$ cat config.mk
export PLATFORM = sky130hd
export DESIGN_NAME = arbitro_wrr_flat
export DESIGN_NICKNAME = d
export VERILOG_FILES = /design/src/rtl/arbitro_wrr_pkg.sv /design/src/rtl/arbitro_wrr_if.sv /design/src/rtl/arbitro_wrr_sel_rr.sv /design/src/rtl/arbitro_wrr.sv /design/src/flat_wrapper.sv
export SDC_FILE = /design/constraint.sdc
export NUM_CORES = 1
export LEC_CHECK = 0
export BUFFER_PORTS_ARGS = -buffer_cell sky130_fd_sc_hd__buf_2
export CORE_ASPECT_RATIO = 0.9
export CORE_MARGIN = 2
export CORE_UTILIZATION = 45
export CTS_CLUSTER_DIAMETER = 40
export DETAILED_ROUTE_END_ITERATION = 6
export PLACE_DENSITY_LB_ADDON = 0.08
export SYNTH_ARGS = -nofsm -noshare
export SYNTH_HDL_FRONTEND = slang
export SYNTH_SLANG_ARGS = --single-unit
$ cat constraint.sdc
create_clock -name clk -period 4.4 [get_ports clk]
set_clock_uncertainty 0.2 [all_clocks]
set_input_delay 0.66 -clock clk [delete_from_list [all_inputs] [get_ports clk]]
set_output_delay 0.66 -clock clk [all_outputs]
set_load 0.01 [all_outputs]
$ cat src/rtl/arbitro_wrr_pkg.sv
// Shared QoS definitions for the four-class weighted round-robin arbiter.
// State encoding, class count, word width and next-class search.
package arbitro_wrr_pkg;

    localparam int NUM_CLASSES = 4;
    localparam int DATA_W      = 12;
    localparam int WGT_W       = 3;

    typedef enum logic [1:0] {
        ST_RESET  = 2'd0,
        ST_INIT   = 2'd1,
        ST_IDLE   = 2'd2,
        ST_ACTIVE = 2'd3
    } state_t;

    typedef struct packed {
        logic       found;
        logic [1:0] idx;
    } sel_t;

    // Search g+1, g+2, g+3, g; the nearest non-empty class wins.
    function automatic sel_t next_class(
        input logic [1:0]             g,
        input logic [NUM_CLASSES-1:0] empty
    );
        sel_t       r;
        logic [1:0] k;
        r = '0;
        for (int i = NUM_CLASSES; i >= 1; i--) begin
            k = g + 2'(i);
            if (!empty[k]) begin
                r.found = 1'b1;
                r.idx   = k;
            end
        end
        return r;
    endfunction

endpackage

$ cat src/rtl/arbitro_wrr_if.sv
// FIFO-side and downstream-side signal bundle of the WRR arbiter.
// master = arbiter, slave = class FIFOs plus downstream stage.
interface arbitro_wrr_if #(
    parameter int DATA_W = 12,
    parameter int WGT_W  = 3
) ();

    logic              init;
    logic [WGT_W-1:0]  weight0;
    logic [WGT_W-1:0]  weight1;
    logic [WGT_W-1:0]  weight2;
    logic [WGT_W-1:0]  weight3;
    logic              empty0;
    logic              empty1;
    logic              empty2;
    logic              empty3;
    logic [DATA_W-1:0] fifo_dataout0;
    logic [DATA_W-1:0] fifo_dataout1;
    logic [DATA_W-1:0] fifo_dataout2;
    logic [DATA_W-1:0] fifo_dataout3;
    logic              almost_full;
    logic              pop0;
    logic              pop1;
    logic              pop2;
    logic              pop3;
    logic [DATA_W-1:0] data_out;
    logic              valid_out;
    logic              idle_out;

    modport master (
        input  init, weight0, weight1, weight2, weight3,
        input  empty0, empty1, empty2, empty3,
        input  fifo_dataout0, fifo_dataout1,
        input  fifo_dataout2, fifo_dataout3,
        input  almost_full,
        output pop0, pop1, pop2, pop3,
        output data_out, valid_out, idle_out
    );

    modport slave (
        output init, weight0, weight1, weight2, weight3,
        output empty0, empty1, empty2, empty3,
        output fifo_dataout0, fifo_dataout1,
        output fifo_dataout2, fifo_dataout3,
        output almost_full,
        input  pop0, pop1, pop2, pop3,
        input  data_out, valid_out, idle_out
    );

endinterface

$ cat src/rtl/arbitro_wrr_sel_rr.sv
// Combinational round-robin selector: next non-empty class after g.
// found=0 when every class FIFO is empty.
module sel_rr
    import arbitro_wrr_pkg::*;
(
    input  logic [1:0]             g,
    input  logic [NUM_CLASSES-1:0] empty,
    output logic [1:0]             nxt,
    output logic                   found
);

    sel_t s;

    assign s     = next_class(g, empty);
    assign nxt   = s.idx;
    assign found = s.found;

endmodule

$ cat src/rtl/arbitro_wrr.sv
// Four-class weighted round-robin arbiter merging class FIFOs
// into one registered output stream with a two-stage read pipe.
module arbitro_wrr #(
    parameter int DATA_W = arbitro_wrr_pkg::DATA_W,
    parameter int WGT_W  = arbitro_wrr_pkg::WGT_W
) (
    input logic           clk,
    input logic           reset,
    arbitro_wrr_if.master bus
);

    import arbitro_wrr_pkg::*;

    localparam int NC = NUM_CLASSES;

    state_t            st;
    state_t            st_nx;
    logic [WGT_W-1:0]  wgt_r  [NC];
    logic [WGT_W-1:0]  cred   [NC];
    logic [WGT_W-1:0]  wgt_in [NC];
    logic [DATA_W-1:0] din    [NC];
    logic [NC-1:0]     empty;
    logic [1:0]        g;
    logic [1:0]        nxt;
    logic [1:0]        c1;
    logic              found;
    logic              granted;
    logic              move;
    logic              all_empty;
    logic              v1;
    logic              vo_r;
    logic [DATA_W-1:0] do_r;

    assign empty = {bus.empty3, bus.empty2,
                    bus.empty1, bus.empty0};
    assign all_empty = &empty;

    assign wgt_in[0] = bus.weight0;
    assign wgt_in[1] = bus.weight1;
    assign wgt_in[2] = bus.weight2;
    assign wgt_in[3] = bus.weight3;
    assign din[0]    = bus.fifo_dataout0;
    assign din[1]    = bus.fifo_dataout1;
    assign din[2]    = bus.fifo_dataout2;
    assign din[3]    = bus.fifo_dataout3;

    sel_rr u_sel (
        .g     (g),
        .empty (empty),
        .nxt   (nxt),
        .found (found)
    );

    // Pointer advances in the cycle of the last pop, so no bubble.
    always_comb begin
        granted = 1'b0;
        move    = 1'b0;
        if (st == ST_ACTIVE) begin
            granted = !bus.almost_full && !empty[g]
                      && (cred[g] != '0);
            move    = (cred[g] == '0) || empty[g]
                      || (granted && cred[g] == WGT_W'(1));
        end
    end

    assign bus.pop0 = granted && (g == 2'd0);
    assign bus.pop1 = granted && (g == 2'd1);
    assign bus.pop2 = granted && (g == 2'd2);
    assign bus.pop3 = granted && (g == 2'd3);

    always_ff @(posedge clk or negedge reset) begin
        if (!reset) st <= ST_RESET;
        else        st <= st_nx;
    end

    always_comb begin
        st_nx = st;
        unique case (st)
            ST_RESET:  st_nx = bus.init ? ST_INIT : ST_IDLE;
            ST_INIT:   if (!bus.init) st_nx = ST_IDLE;
            ST_IDLE: begin
                if (bus.init)        st_nx = ST_INIT;
                else if (!all_empty) st_nx = ST_ACTIVE;
            end
            ST_ACTIVE: begin
                if (bus.init)             st_nx = ST_INIT;
                else if (all_empty && !v1) st_nx = ST_IDLE;
            end
            default:   st_nx = ST_RESET;
        endcase
    end

    always_ff @(posedge clk or negedge reset) begin
        if (!reset) begin
            g <= 2'd0;
            for (int k = 0; k < NC; k++) begin
                wgt_r[k] <= WGT_W'(1);
                cred[k]  <= '0;
            end
        end else begin
            unique case (st)
                ST_INIT: begin
                    g <= 2'd0;
                    for (int k = 0; k < NC; k++) begin
                        wgt_r[k] <= (wgt_in[k] == '0)
                                    ? WGT_W'(1) : wgt_in[k];
                        cred[k]  <= '0;
                    end
                end
                ST_IDLE: begin
                    // Fresh turn for the current pointer on wake-up.
                    if (!bus.init && !all_empty && cred[g] == '0)
                        cred[g] <= wgt_r[g];
                end
                ST_ACTIVE: begin
                    if (granted) cred[g] <= cred[g] - WGT_W'(1);
                    if (move && found) begin
                        g         <= nxt;
                        cred[nxt] <= wgt_r[nxt];
                    end
                end
                default: ;
            endcase
        end
    end

    always_ff @(posedge clk or negedge reset) begin
        if (!reset) begin
            v1   <= 1'b0;
            c1   <= 2'd0;
            vo_r <= 1'b0;
            do_r <= '0;
        end else begin
            v1   <= granted;
            vo_r <= v1;
            if (granted) c1   <= g;
            if (v1)      do_r <= din[c1];
        end
    end

    assign bus.data_out  = do_r;
    assign bus.valid_out = vo_r;
    assign bus.idle_out  = (st == ST_IDLE) && !v1 && !vo_r;

endmodule
$ cat src/flat_wrapper.sv
// flat-port wrapper written by rule: the top's interface ports become plain ports
module arbitro_wrr_flat import arbitro_wrr_pkg::*;
#(
    parameter int DATA_W = arbitro_wrr_pkg::DATA_W,
    parameter int WGT_W  = arbitro_wrr_pkg::WGT_W
)
  (clk, reset, bus_init, bus_weight0, bus_weight1, bus_weight2, bus_weight3, bus_empty0, bus_empty1, bus_empty2, bus_empty3, bus_fifo_dataout0, bus_fifo_dataout1, bus_fifo_dataout2, bus_fifo_dataout3, bus_almost_full, bus_pop0, bus_pop1, bus_pop2, bus_pop3, bus_data_out, bus_valid_out, bus_idle_out);
  arbitro_wrr_if #(.DATA_W(DATA_W), .WGT_W(WGT_W)) bus_i ();
  input logic clk;
  input logic reset;
  input wire logic [$bits(bus_i.init)-1:0] bus_init;
  input wire logic [$bits(bus_i.weight0)-1:0] bus_weight0;
  input wire logic [$bits(bus_i.weight1)-1:0] bus_weight1;
  input wire logic [$bits(bus_i.weight2)-1:0] bus_weight2;
  input wire logic [$bits(bus_i.weight3)-1:0] bus_weight3;
  input wire logic [$bits(bus_i.empty0)-1:0] bus_empty0;
  input wire logic [$bits(bus_i.empty1)-1:0] bus_empty1;
  input wire logic [$bits(bus_i.empty2)-1:0] bus_empty2;
  input wire logic [$bits(bus_i.empty3)-1:0] bus_empty3;
  input wire logic [$bits(bus_i.fifo_dataout0)-1:0] bus_fifo_dataout0;
  input wire logic [$bits(bus_i.fifo_dataout1)-1:0] bus_fifo_dataout1;
  input wire logic [$bits(bus_i.fifo_dataout2)-1:0] bus_fifo_dataout2;
  input wire logic [$bits(bus_i.fifo_dataout3)-1:0] bus_fifo_dataout3;
  input wire logic [$bits(bus_i.almost_full)-1:0] bus_almost_full;
  output wire logic [$bits(bus_i.pop0)-1:0] bus_pop0;
  output wire logic [$bits(bus_i.pop1)-1:0] bus_pop1;
  output wire logic [$bits(bus_i.pop2)-1:0] bus_pop2;
  output wire logic [$bits(bus_i.pop3)-1:0] bus_pop3;
  output wire logic [$bits(bus_i.data_out)-1:0] bus_data_out;
  output wire logic [$bits(bus_i.valid_out)-1:0] bus_valid_out;
  output wire logic [$bits(bus_i.idle_out)-1:0] bus_idle_out;
  assign bus_i.init = bus_init;
  assign bus_i.weight0 = bus_weight0;
  assign bus_i.weight1 = bus_weight1;
  assign bus_i.weight2 = bus_weight2;
  assign bus_i.weight3 = bus_weight3;
  assign bus_i.empty0 = bus_empty0;
  assign bus_i.empty1 = bus_empty1;
  assign bus_i.empty2 = bus_empty2;
  assign bus_i.empty3 = bus_empty3;
  assign bus_i.fifo_dataout0 = bus_fifo_dataout0;
  assign bus_i.fifo_dataout1 = bus_fifo_dataout1;
  assign bus_i.fifo_dataout2 = bus_fifo_dataout2;
  assign bus_i.fifo_dataout3 = bus_fifo_dataout3;
  assign bus_i.almost_full = bus_almost_full;
  assign bus_pop0 = bus_i.pop0;
  assign bus_pop1 = bus_i.pop1;
  assign bus_pop2 = bus_i.pop2;
  assign bus_pop3 = bus_i.pop3;
  assign bus_data_out = bus_i.data_out;
  assign bus_valid_out = bus_i.valid_out;
  assign bus_idle_out = bus_i.idle_out;
  arbitro_wrr #(.DATA_W(DATA_W), .WGT_W(WGT_W)) u_core (.clk(clk), .reset(reset), .bus(bus_i));
endmodule
==> qor.yml <==
timing:
  final.period_utilization_pct: 78.59
  period_minus_slack_ns: 3.458
  fin_ws_ns: 0.9421
  slew_viol_final: 0
  setup_tns_ns: 0
  rsz0062_at_grt: "no"
  max_freq_mhz: 289.2
  slew_headroom_pct: 25.33
  worstMarginPinSlew_ns: 1.115
  finalSetupViolCount: 0
  hold_viol_final: 0
floorplanning:
  die_y_um: 84.35
  io_pins: 86
  die_area_mm2: 0.007868
  fp-row-count: 29
  initial_core_util_pct: 46.10
  core_mm2: 0.007003
  chipWidth_um: 93.28
routing:
  drc: 0
  ant_nets: 0
  num_vias: 2800
  drt_wl_total_um: 8220
  via_per_inst: 6.022
  wire_per_inst_um: 17.68
  dr.pass1.iters: 5
  drt_iter0_markers: 259
layout:
  drive_above_1_share_pct: 42.20
  seqCellArea_mm2: 0.001106
  fin_cells: 465
  multi_input_area_mm2: 0.001932
  fin_nets: 450
  nFillCells: 666
  stdcell_area_mm2: 0.003734
  area_growth_pct: 15.66
  diodes: 0
pwr:
  power.density_mw_per_mm2: 586.5
  leakage_nw: 1.673
  power.switching_mw: 0.9684
  comb_power_share_pct: 53.4
  sw_frac_of_total_pct: 44.22
  seq_power_share_pct: 34.2
  finalPower_mw: 2.190
  clockPowerShare_pct: 12.4
  vdd_drop_max_mv: 0.2600
  p_int_mw: 1.222
cts:
  clkTransAtPathRegs_ns: 0.09
  root_buffer: "clkbuf_8"
  cts_tree: "built"
  postCtsSetupBuffers: 0
  cts-htree-levels: 2
  clock_path_buffers: 2
  numCtsBuffers: 5
  cts_resized: 0
  clkLatencyLatePin_ns: 0.30
  hold_buffers: 0
  clock_sinks: 44
worst_setup_path:
  worstSetupStartpointType: "flip-flop"
  ff2ff_setup_slack_ns: 1.15
  reg2reg_depth: 10
  arrival_ns: 2.60
  endpoint_kind: "primary output"
  path_cells: "mux2_2 > o21ai_0 > ha_1 > nand2_1 > o22a_1 > and3_1 > buf_2"
  r2r_end: "u_core.cred[8]"
  cpPeakStageDelay_ns: 0.54
  crit_type: "reg -> out"
  reg2reg_from: "u_core.g[0]"
  cp.required_ns: 3.54
  cpMaxStageDelayCell: "dfrtp_1"
  crit_path_max_fanout: 8
grt:
  grt_pass1_vias: 2695
  antenna_found_initial: 0
  overflow: 0
  grt_pass1_wl_um: 13880
  grt_use_total_pct: 22.41
  grt_max_degree: 45
yosys:
  syn_area_per_cell_um2: 10.72
  synth_top_cell_by_area: "dfrtp_1"
  synth_area_mm2: 0.003228
  synth_top_area_share_pct: 31.01
  synth.area.top_cells: "dfrtp_1 (31%), mux4_2 (11%), mux2_2 (9.4%)"
  ys_ff_latch: 44
  synth_flop_cell: "dfrtp_1"
  yosys-top-cells-count: "dfrtp_1 (40), mux2_2 (27), nor2_1 (22)"
  post-synth-top-count-cell: "dfrtp_1"
  async_flop_share_pct: 100.0
  syn-num-nets: 380
  yosysSeqAreaShare_pct: 34.26
  synth_edf_count: 0
  ys_types: 55
  yosysWarnings: 0
  synth_cells: 301
placement:
  dp_cells: 457
  dpl_worst_slack_ns: 1.207
  io_buffers: 85
  dpl_cell_area_mm2: 0.003636
  gp_congestion: 0.8883
  dp_hpwl_um: 6160
worst_hold_path:
  min_path_type: "in -> async"
run_status:
  status: "finished, final reports clean"
flow_run:
  drv_cap: 0
-- logic make-up after synthesis --
family	Yosys count	synth area share, %
AO/OA/AOI/OAI	71	17.71
XOR/XNOR	1	0.2714
adder cells (fa/ha/maj)	11	4.264
buffers and inverters	35	5.891
flip-flops	44	34.26
multiplexers	48	22.44
AND/OR/NAND/NOR	91	15.16
-- per-layer routing --
layer	wire, um	track usage [%]
met4	163	8.021
met5	0	0
met2	3668	33.42
met1	3890	32.87
met3	498	3.950
-- stage by stage --
stage          hold slack (ns)  util (%)
2_1_floorplan           0.1644         -
3_3_place_gp            0.2852     51.92
3_5_place_dp            0.2899     51.92
4_1_cts                 0.3084     53.31
5_1_grt                 0.3274     53.31
6_report                0.3041     53.31
-- sequential cells by signal (all words and copies together), names as in the netlist --
signal,count
u_core.bus.data_out,12
u_core.wgt_r,12
u_core.st,2
u_core.v1,1
u_core.g,2
u_core.c1,2
u_core.bus.valid_out,1
u_core.cred,12
-- cell usage in the layout, fill, tap and decap left out, types with 2 or more instances in the layout --
cell type    n
nand4_1     13
ha_1        11
a221o_1     12
mux2_4       2
mux2_2      27
buf_4        2
a21oi_1     12
a22oi_1      9
nor2_2       2
inv_1       11
o211ai_1     8
dfstp_2      4
nor2_1      22
nand3_1     10
mux2i_1      3
nor3_1       2
nand2_1     12
o221ai_1     2
o21ai_0      8
buf_2       85
clkinvlp_4   2
and2_1       4
o211ai_2     3
nor2b_1      4
dfrtp_1     40
nand2b_1     4
clkbuf_8     6
a32oi_1      4
mux4_2      16
and3_1      10
-- worst max-delay path by stage --
stage / start / to / cells past startpoint
floorplan: u_core.g[0] / bus_pop2 / 9
global placement: u_core.g[1] / u_core.cred[11] / 9
detailed placement: u_core.g[0] / u_core.cred[8] / 10
CTS: u_core.g[1] / bus_pop2 / 7
global route: u_core.g[0] / bus_pop2 / 7
finish: u_core.g[1] / bus_pop2 / 7
-- worst max-delay path: cells and delay by family, from the launching register on --
family | cells | cell delay (ns)
AND/OR/NAND/NOR | 2 | 0.38
AO/OA/AOI/OAI | 2 | 0.59
multiplexers | 1 | 0.37
adder cells (fa/ha/maj) | 1 | 0.25
buffers and inverters | 1 | 0.18
flip-flops | 1 | 0.54
-- area by class of cell --
cell class | count | share of cell area (%)
inverters | 11 | 1.106
well taps | 93 | 3.117
repair buffers | 87 | 11.80
multi-input cells | 222 | 51.74
clock inverters | 2 | 0.4021
clock buffers | 6 | 2.212
flip-flops and latches | 44 | 29.62
-- power by group through the flow --
stage / clock [mW] / combinational (mW) / sequential (mW)
CTS: 0.280 / 1.16 / 0.753
global route: 0.298 / 1.28 / 0.781
detailed placement: 0 / 1.15 / 0.760
global placement: 0 / 1.15 / 0.749
floorplan: 0 / 0.941 / 0.677
finish: 0.272 / 1.17 / 0.749
(Power assumes the default switching activity.)
